[src/rtl/tohost_monitor_if.sv]
// Memory write-port snoop bundle: one accepted write beat per cycle when wr_valid is high.
interface tohost_monitor_if #(
  parameter int ADDR_W = 32
);
  logic              wr_valid;
  logic [ADDR_W-1:0] wr_addr;
  logic [63:0]       wr_data;
  logic [7:0]        wr_mask;

  modport master (output wr_valid, wr_addr, wr_data, wr_mask);
  modport slave  (input  wr_valid, wr_addr, wr_data, wr_mask);
endinterface

[src/rtl/tohost_monitor.sv]
// HTIF tohost snooper: decodes exit/putchar stores and queues console characters.
// Optional VARIANT_COMPARE_EN adds a second harness port and a divergence detector.
module tohost_monitor_side #(
  parameter int                ADDR_W      = 32,
  parameter logic [ADDR_W-1:0] TOHOST_ADDR = 32'h8000_1000
) (
  input  logic                   clock,
  input  logic                   reset,
  tohost_monitor_if.slave        wr,
  output logic                   push_valid,
  output logic [7:0]             push_char,
  output logic                   bad_pulse,
  output logic                   done,
  output logic [62:0]            exit_code
);
  typedef enum logic [1:0] {IDLE, EVAL, DONE} state_t;

  localparam logic [ADDR_W-1:0] ADDR_MASK = ~(ADDR_W'(7));

  state_t      state, state_next;
  logic [63:0] shadow, shadow_next;
  logic [62:0] code_next;
  logic        hit, trigger;
  logic [7:0]  dev, cmd;
  logic        do_exit;

  assign hit     = wr.wr_valid && ((wr.wr_addr & ADDR_MASK) == (TOHOST_ADDR & ADDR_MASK));
  assign trigger = hit && wr.wr_mask[7];
  assign dev     = shadow[63:56];
  assign cmd     = shadow[55:48];

  // NOTE: every output of this block gets a default first, so no path leaves one unassigned (no latch).
  always_comb begin
    state_next = state;
    shadow_next = shadow;
    code_next  = exit_code;
    do_exit    = 1'b0;
    push_valid = 1'b0;
    push_char  = shadow[7:0];
    bad_pulse  = 1'b0;

    if (state == EVAL) begin
      // The host zeroes tohost after reading it; a same-cycle hit lands on the cleared word.
      shadow_next = '0;
      if (shadow != '0) begin
        if (dev == 8'd0 && shadow[0])         do_exit    = 1'b1;
        else if (dev == 8'd1 && cmd == 8'd1)  push_valid = 1'b1;
        else                                  bad_pulse  = 1'b1;
      end
    end

    if (hit && state != DONE) begin
      for (int b = 0; b < 8; b++) begin
        if (wr.wr_mask[b]) shadow_next[8*b +: 8] = wr.wr_data[8*b +: 8];
      end
    end

    case (state)
      IDLE: if (trigger) state_next = EVAL;
      EVAL: begin
        if (do_exit) begin
          state_next = DONE;
          code_next  = shadow[63:1];
        end else if (trigger) begin
          state_next = EVAL;
        end else begin
          state_next = IDLE;
        end
      end
      default: state_next = state;
    endcase
  end

  // NOTE: sequential state uses non-blocking assignments so all registers update together at the edge.
  always_ff @(posedge clock) begin
    if (reset) begin
      state     <= IDLE;
      shadow    <= '0;
      exit_code <= '0;
    end else begin
      state     <= state_next;
      shadow    <= shadow_next;
      exit_code <= code_next;
    end
  end

  assign done = (state == DONE);
endmodule

module tohost_monitor #(
  parameter int                ADDR_W      = 32,
  parameter logic [ADDR_W-1:0] TOHOST_ADDR = 32'h8000_1000,
  parameter int                FIFO_DEPTH  = 8
) (
  input  logic            clock,
  input  logic            reset,
  tohost_monitor_if.slave wr,
`ifdef VARIANT_COMPARE_EN
  tohost_monitor_if.slave vnt_wr,
  output logic            diverge,
`endif
  output logic [63:0]     tohost,
  output logic            done,
  output logic            pass,
  output logic [62:0]     exit_code,
  output logic            bad_cmd,
  output logic            putc_valid,
  output logic [7:0]      putc_data,
  input  logic            putc_ready,
  output logic            putc_ovf
);
  localparam int PTR_W = $clog2(FIFO_DEPTH);

  logic        push_valid, bad_pulse, main_done;
  logic [7:0]  push_char;
  logic [62:0] main_code;

  tohost_monitor_side #(.ADDR_W(ADDR_W), .TOHOST_ADDR(TOHOST_ADDR)) u_main (
    .clock      (clock),
    .reset      (reset),
    .wr         (wr),
    .push_valid (push_valid),
    .push_char  (push_char),
    .bad_pulse  (bad_pulse),
    .done       (main_done),
    .exit_code  (main_code)
  );

`ifdef VARIANT_COMPARE_EN
  logic        vnt_push_valid, vnt_bad_pulse, vnt_done;
  logic [7:0]  vnt_push_char;
  logic [62:0] vnt_code;
  logic [9:0]  lag_cnt;

  // Only the primary harness feeds the console; the variant side is tracked for its exit event.
  tohost_monitor_side #(.ADDR_W(ADDR_W), .TOHOST_ADDR(TOHOST_ADDR)) u_vnt (
    .clock      (clock),
    .reset      (reset),
    .wr         (vnt_wr),
    .push_valid (vnt_push_valid),
    .push_char  (vnt_push_char),
    .bad_pulse  (vnt_bad_pulse),
    .done       (vnt_done),
    .exit_code  (vnt_code)
  );

  always_ff @(posedge clock) begin
    if (reset) begin
      lag_cnt <= '0;
      diverge <= 1'b0;
    end else begin
      if (main_done != vnt_done) begin
        if (lag_cnt == 10'd1023) diverge <= 1'b1;
        else                     lag_cnt <= lag_cnt + 10'd1;
      end else begin
        lag_cnt <= '0;
      end
      if (main_done && vnt_done && main_code != vnt_code) diverge <= 1'b1;
    end
  end

  assign done      = main_done && vnt_done;
  assign exit_code = done ? main_code : '0;
  assign pass      = done && main_code == '0 && vnt_code == '0 && !diverge;
  wire   bad_any   = bad_pulse || vnt_bad_pulse;
`else
  assign done      = main_done;
  assign exit_code = main_code;
  assign pass      = done && exit_code == '0;
  wire   bad_any   = bad_pulse;
`endif

  assign tohost = done ? {exit_code, 1'b1} : 64'd0;

  always_ff @(posedge clock) begin
    if (reset) bad_cmd <= 1'b0;
    else if (bad_any) bad_cmd <= 1'b1;
  end

  // Console FIFO; a push into a full FIFO is accepted only when a pop frees the head slot.
  logic [7:0]       fifo_mem [FIFO_DEPTH];
  logic [PTR_W-1:0] rd_ptr, wr_ptr;
  logic [PTR_W:0]   count;
  logic             full, pop, push;

  assign full       = (count == (PTR_W+1)'(FIFO_DEPTH));
  assign putc_valid = (count != '0);
  assign putc_data  = fifo_mem[rd_ptr];
  assign pop        = putc_valid && putc_ready;
  assign push       = push_valid && (!full || pop);

  always_ff @(posedge clock) begin
    if (reset) begin
      rd_ptr   <= '0;
      wr_ptr   <= '0;
      count    <= '0;
      putc_ovf <= 1'b0;
    end else begin
      if (push) wr_ptr <= wr_ptr + PTR_W'(1);
      if (pop)  rd_ptr <= rd_ptr + PTR_W'(1);
      if (push && !pop)      count <= count + (PTR_W+1)'(1);
      else if (pop && !push) count <= count - (PTR_W+1)'(1);
      if (push_valid && !push) putc_ovf <= 1'b1;
    end
  end

  // NOTE: storage is not reset; the pointers and count alone define which entries are valid.
  always_ff @(posedge clock) begin
    if (push) fifo_mem[wr_ptr] <= push_char;
  end
endmodule

[src/flat_wrapper.sv]
// flat-port wrapper written by rule: the top's interface ports become plain ports
module tohost_monitor_flat 
#(
  parameter int                ADDR_W      = 32,
  parameter logic [ADDR_W-1:0] TOHOST_ADDR = 32'h8000_1000,
  parameter int                FIFO_DEPTH  = 8
)
  (clock, reset, tohost, done, pass, exit_code, bad_cmd, putc_valid, putc_data, putc_ready, putc_ovf, wr_wr_valid, wr_wr_addr, wr_wr_data, wr_wr_mask);
  tohost_monitor_if #(.ADDR_W(ADDR_W)) wr_i ();
  input  logic clock;
  input  logic reset;
  output logic [63:0] tohost;
  output logic done;
  output logic pass;
  output logic [62:0] exit_code;
  output logic bad_cmd;
  output logic putc_valid;
  output logic [7:0] putc_data;
  input  logic putc_ready;
  output logic putc_ovf;
  input wire logic [$bits(wr_i.wr_valid)-1:0] wr_wr_valid;
  input wire logic [$bits(wr_i.wr_addr)-1:0] wr_wr_addr;
  input wire logic [$bits(wr_i.wr_data)-1:0] wr_wr_data;
  input wire logic [$bits(wr_i.wr_mask)-1:0] wr_wr_mask;
  assign wr_i.wr_valid = wr_wr_valid;
  assign wr_i.wr_addr = wr_wr_addr;
  assign wr_i.wr_data = wr_wr_data;
  assign wr_i.wr_mask = wr_wr_mask;
  tohost_monitor #(.ADDR_W(ADDR_W), .TOHOST_ADDR(TOHOST_ADDR), .FIFO_DEPTH(FIFO_DEPTH)) u_core (.clock(clock), .reset(reset), .wr(wr_i), .tohost(tohost), .done(done), .pass(pass), .exit_code(exit_code), .bad_cmd(bad_cmd), .putc_valid(putc_valid), .putc_data(putc_data), .putc_ready(putc_ready), .putc_ovf(putc_ovf));
endmodule
[config.mk]
export PLATFORM = sky130hd
export DESIGN_NAME = tohost_monitor_flat
export DESIGN_NICKNAME = d
export VERILOG_FILES = /design/src/rtl/tohost_monitor_if.sv /design/src/rtl/tohost_monitor.sv /design/src/flat_wrapper.sv
export SDC_FILE = /design/constraint.sdc
export NUM_CORES = 1
export LEC_CHECK = 0
export ABC_AREA = 1
export BUFFER_PORTS_ARGS = -buffer_cell sky130_fd_sc_hd__buf_2
export CORE_ASPECT_RATIO = 0.7
export CORE_MARGIN = 4
export CORE_UTILIZATION = 43
export CTS_CLUSTER_DIAMETER = 60
export DETAILED_ROUTE_END_ITERATION = 16
export HOLD_SLACK_MARGIN = 0.08
export PLACE_DENSITY = 0.68
export SYNTH_ARGS = -nofsm -noshare
export SYNTH_HDL_FRONTEND = slang
export SYNTH_HIERARCHICAL = 1
export SYNTH_SLANG_ARGS = --single-unit
[constraint.sdc]
create_clock -name clock -period 2.3 [get_ports clock]
set_input_delay 0.115 -clock clock [delete_from_list [all_inputs] [get_ports clock]]
set_output_delay 0.115 -clock clock [all_outputs]
set_load 0.05 [all_outputs]
# [Word-level counts from Yosys, hierarchy flattened]
# Memory sizes are Yosys's and may differ from the RTL's. A register that Yosys moved wholly into a read port is not among the register bits.
# Cells that the tools add are included.
[totals] mem_bits_rw=64 inputBits=108 regBits=141 wordCells=77 mem_count=1 output_inout_bits=140
[classes] mux=32 n_addsub=4 eq_ne=8 reduce_logical=24
[memory_table] name="u_core.fifo_mem" words=8 width=8 rd=1 rd_ports_with_merged_regs=1 wr=1 line_no="tohost_monitor.sv:181" rtl="logic [7:0] fifo_mem [FIFO_DEPTH];"
[ops] cell="$mux 64" count=3
[ops] cell="$mux 8" count=8
[ops] cell="$reduce_bool 64->1" count=1
[ops] cell="$logic_not 63->1" count=1
[ops] cell="$eq 29x29->1 const B" count=1
[ops] cell="$eq 8x1->1 const B" count=2
[ops] cell="$mux 1" count=14
[ops] cell="$logic_and 1x1->1" count=11
[ops] cell="$logic_not 8->1" count=1
[ops] cell="$mux 4" count=2
[ops] cell="$add 3x1->3 const B" count=2
[ops] cell="$mux 3" count=2
[ops] cell="$add 4x1->4 const B" count=1
[ops] cell="$eq 4x4->1 const B" count=1
[ops] cell="$mux 2" count=2
[ops] cell="$ne 2x2->1 const B" count=2
[ops] cell="$pmux 2 s2" count=1
[ops] cell="$reduce_and 2->1" count=2
[ops] cell="$reduce_bool 2->1" count=2
[ops] cell="$reduce_bool 4->1" count=1
[ops] cell="$sub 4x1->4 const B" count=1
[ops] cell="$logic_not 1->1" count=3
[ops] cell="$eq 2x1->1 const B" count=1
[ops] cell="$eq 2x2->1 const B" count=1
[ops] cell="other kinds (2)" count=2

# [Depth between registers and ports, before layout]
[logic_depth] word_depth=11 ltp_mapped=20 depth_no_buf=20

# [Modules after synthesis]
# Netlist, hierarchy kept.
[by_module_without_submodules] module="tohost_monitor_side" cells_each=1014 seq_area_each_um2=2582.5 area_per_inst_um2=6929.1 n_inst=1
[by_module_without_submodules] module="tohost_monitor" cells_each=530 seq_area_each_um2=2222.1 area_per_inst_um2=4165.2 n_inst=1

# [Worst setup path after synthesis]
# Ideal clock, no wire load.
[synth_path] kind="reg-to-output" from="register u_core.u_main.state[1]" to="output port pass" arrival_time_ns=2.420 stages_incl_launch_ff=10 n_path_buf=1 slack_ns=-0.235 path_cell_list="dfxtp_1 > inv_1 > nor2_1 > buf_2 > nand2_1 > nor2_1 > nand2_1 > nor2_1 > nand2_1 > nor2_1"
[synth_via] elab_chain_cells=2
[synth_lines] item="start: declaration" line_no="tohost_monitor.sv:20" rtl="state_t state, state_next;"
[synth_lines] item="start signal: assignment" line_no="tohost_monitor.sv:81" rtl="state <= state_next;"
[synth_lines] item="$eq 2x2->1" line_no="tohost_monitor.sv:87" rtl="assign done = (state == DONE);"
[synth_lines] item="net done" line_no="flat_wrapper.sv:13" rtl="output logic done;"
[synth_lines] item="$logic_and 1x1->1" line_no="tohost_monitor.sv:169" rtl="assign pass = done && exit_code == '0;"
[synth_lines] item="end: declaration" line_no="flat_wrapper.sv:14" rtl="output logic pass;"
# The timed path passes the listed nets, and every way through them passes these cells.

# [Worst setup path after layout]
[layout_path] from="register u_core.u_main.shadow[49]" to="register u_core.count[3]"
[layout_via] elab_chain_cells=10
[layout_lines] item="start: declaration" line_no="tohost_monitor.sv:21" rtl="logic [63:0] shadow, shadow_next;"
[layout_lines] item="start signal: assignment" line_no="tohost_monitor.sv:82" rtl="shadow <= shadow_next;"
[layout_lines] item="$eq 8x1->1" line_no="tohost_monitor.sv:47" rtl="else if (dev == 8'd1 && cmd == 8'd1) push_valid = 1'b1;"
[layout_lines] item="$logic_and 1x1->1" line_no="tohost_monitor.sv:47"
[layout_lines] item="$mux 1" line_no="tohost_monitor.sv:47"
[layout_lines] item="$mux 1" line_no="tohost_monitor.sv:46" rtl="if (dev == 8'd0 && shadow[0]) do_exit = 1'b1;"
[layout_lines] item="$mux 1 (*)" line_no="tohost_monitor.sv:45" rtl="if (shadow != '0) begin"
[layout_lines] item="$mux 1 (*)" line_no="tohost_monitor.sv:42" rtl="if (state == EVAL) begin"
[layout_lines] item="net u_core.push_valid" line_no="tohost_monitor.sv:114" rtl="logic push_valid, bad_pulse, main_done;"
[layout_lines] item="$logic_and 1x1->1 (*)" line_no="tohost_monitor.sv:190" rtl="assign push = push_valid && (!full || pop);"
[layout_lines] item="net u_core.push" line_no="tohost_monitor.sv:184" rtl="logic full, pop, push;"
[layout_lines] item="$logic_not 1->1" line_no="tohost_monitor.sv:202" rtl="else if (pop && !push) count <= count - (PTR_W+1)'(1);"
[layout_lines] item="$logic_and 1x1->1" line_no="tohost_monitor.sv:202"
[layout_lines] item="$reduce_bool 2->1 (no source line)"
[layout_lines] item="end signal: assignment" line_no="tohost_monitor.sv:201" rtl="if (push && !pop) count <= count + (PTR_W+1)'(1);"
[layout_lines] item="end signal: assignment" line_no="tohost_monitor.sv:202"
[layout_lines] item="end: declaration" line_no="tohost_monitor.sv:183" rtl="logic [PTR_W:0] count;"
# Mark *: on every way through the listed nets, which the timed path passes. The rest lies on a longest branch.
# A chain may end at the register's enable or synchronous reset.

==> qor.csv <==
metric,value,unit
cap_violations,0,
grt_pass1_vias,10300,
end_kind,flip-flop,
wire_per_inst,14.3,um
dp_cells,2106,
first_pass_iters,5,
worstSetupPathType,reg -> reg,
path_buf_inv,6,
rsz0062_at_grt,yes,
worstPathMaxFanout,3,
critPathLaunchType,flip-flop,
dr.first_iter.drc_count,697,
cp_cell_sequence,inv_2 > nand2_2 > nor3_4 > nand3_2 > nor3_4 > inv_1 > nor2_2 > nand2_2 > inv_2 > ha_4 > inv_4 > buf_6 > ha_4 > nand2_2 > nand2_2 > nand2_1 > nand2_1 > nand3_1 > nand2_1 > inv_1,
outcome,"finished, violations left",
power_per_cell_area,621,nW/um^2
wl,32400,um
crit_path_frequent_cell,nand2_2,
cts_root_buf,clkbuf_16,
vias,10884,
tritoncts,built,
min_path_cells,8,
timing.hold.ws,86.6,ps
path_delay_family,simple AND/OR/NAND/NOR gates,
viasPerCell,4.81,
fill_cells,2248,
async_flop_share,0,
max_slew_margin,0.538,
grt_overflow_total,0,
syn_inst,1544,
io_pins,248,
drive_above_1_share,0.277,
cts_buffers,22,
yosysMostFrequentCell,nand2_1,
synthTopCellsByArea,"dfxtp_1 (26%), nand2_1 (18%), edfxtp_1 (17%), nor2_1 (7.5%), inv_1 (6.6%)",
yosysTopAreaCellShare,0.260,
clk_pin_slew_worst_paths,60,ps
cts_max_path_buffers,3,
syn_nets,1658,
yosysTopAreaCell,dfxtp_1,
clk_latency,500,ps
fin_skew,12.0,ps
drtAntennaViolNets,0,
vdd_ir_drop_max,0.427,mV
place_hpwl,22200,um
cp.required,2700,ps
syn_to_final_growth,32.8,%
synthFlopType,dfxtp_1,
dp_slack,-193,ps
std_cell_rows,48,
cts.sink_count,208,
synth_area_per_cell,7.19,sq um
cp_slowest_cell,dfxtp_2,
synth_edf_count,64,
setup_viol,3,
p_leak,6.97,nW
drc,0,
gp_congestion,0.843,
yosysSeqAreaShare,0.433,
antenna_found_initial,0,
core,25000,sq um
hold_viol,0,
instances_no_fill,2262,
grt_pass1_wl,51100,um
min_period_over_period,1.03,
period_needed,2370,ps
grt_max_degree,72,
rr_worst_depth,20,
start_util,0.443,
cp_num_cells,20,
finalWorstSetupSlack,-67.9,ps
tightest_slew,694,ps
tns,-153,ps
fp.dieH,142,um
crit_arrival,2760,ps
max_freq,422,MHz
yosysWarnings,6,
grt_usage,0.218,
synth_commonest_cells,"nand2_1 (534), nor2_1 (223), inv_1 (195), dfxtp_1 (144), a21oi_1 (67)",
n_antenna_cell,0,
chipWidth,200,um
finalPower,9.15,mW
yosys_register_bits,208,
die_area,28500,sq um
synth_area,11100,sq um
io_buffer_count,244,
synth_cell_types,32,
slew_violations,0,
cts_max_level,1,
nets,2035,
violations,setup timing,
hold_class,in -> reg,
max_stage_delay,330,ps
==> what timing repair did <==
| item | CTS | global route |
|---|---|---|
| pin swaps | 10 | 25 |
| hold buffers | 100 | 0 |
| hold endpoints to repair | 78 | 0 |
| resized for setup | 15 | 26 |
| endpoints found under the setup margin | 3 | 9 |
| setup buffers | 8 | 8 |
==> worst min-delay path, delay by kind of cell <==
| family | cells | cell delay [ps] |
|---|---|---|
| buffers and inverters | 1 | 90 |
| AOI/OAI and AO/OA | 1 | 50 |
| and+or+nand+nor | 6 | 280 |
==> placed cells by master (no fill, tap or decap), types with 4 or more instances in the layout <==
cell,instances
inv_1,188
clkbuf_1,7
buf_2,242
a21oi_2,60
nand2_2,7
nand3_2,63
xor2_1,4
clkinv_2,5
a21oi_1,67
dfxtp_2,6
nor2_1,217
buf_4,92
inv_2,6
nand4_1,17
dfxtp_1,138
edfxtp_1,64
o21ai_1,28
dlygate4sd3_1,100
nand2_1,529
o21ai_0,22
nand3_1,12
clkbuf_16,23
nor2_2,6
==> flip-flops by register name, indices dropped and copies added, names as in the netlist, named ones only <==
| register | count |
|---|---|
| u_core/u_main/exit_code | 63 |
| u_core/fifo_mem | 64 |
| u_core/wr_ptr | 3 |
| u_core/rd_ptr | 3 |
| u_core/u_main/state | 2 |
| u_core/u_main/shadow | 64 |
| u_core/count | 4 |
| u_core/bad_cmd | 1 |
| u_core/putc_ovf | 1 |
==> per-stage QoR <==
stage	util	area, sq um
after floorplan	-	11100
after global placement	0.511	12800
after detailed placement	0.511	12800
after CTS	0.582	14600
after global routing	0.588	14700
final	0.588	14700
==> where the power goes <==
group	leakage [nW]	total, mW	switching (mW)	internal, mW
combinational	4.72	1.86	1.20	0.655
sequential	1.91	3.91	0.0841	3.82
clock	0.338	3.39	1.40	1.99
==> kinds of logic (layout without fill, tap and decap cells) <==
logic type,after synthesis,in the layout,synth area share
AOI/OAI and AO/OA,179,179,0.101
xor gates and xnor gates,4,4,0.00316
adders and majority gates,6,6,0.00744
buffers and inverters,285,678,0.121
DFF,208,208,0.433
and+or+nand+nor,862,862,0.334
==> final cells by class <==
cell class | instances | area (sq um) | area share
Clock buffer | 32 | 623 | 0.0423
Clock inverter | 8 | 61.3 | 0.00416
Timing Repair Buffer | 441 | 3010 | 0.204
Tap cell | 325 | 407 | 0.0276
Multi-Input combinational cell | 1051 | 5070 | 0.344
Sequential cell | 208 | 4810 | 0.327
Inverter | 197 | 746 | 0.0506
==> worst paths after layout <==
| check | startpoint | endpoint | slack [ps] |
|---|---|---|---|
| hold / removal | wr_wr_addr[16] | u_core/u_main/state[0] | 90 |
| hold reg to reg | u_core/putc_ovf | u_core/putc_ovf | 460 |
| setup / recovery | u_core/u_main/shadow[49] | u_core/count[3] | -70 |
| setup reg to reg | u_core/u_main/shadow[49] | u_core/count[3] | -70 |
==> per-layer routing <==
metal  global-route usage  vias up  wire, um
met5                    0        -         0
met4               0.0622        0       847
met3               0.0367       73      2190
met2                0.351      379     14700
met1                0.303     4927     14600
li1                     -     5505         -
Power figures use the tool's default switching activity.
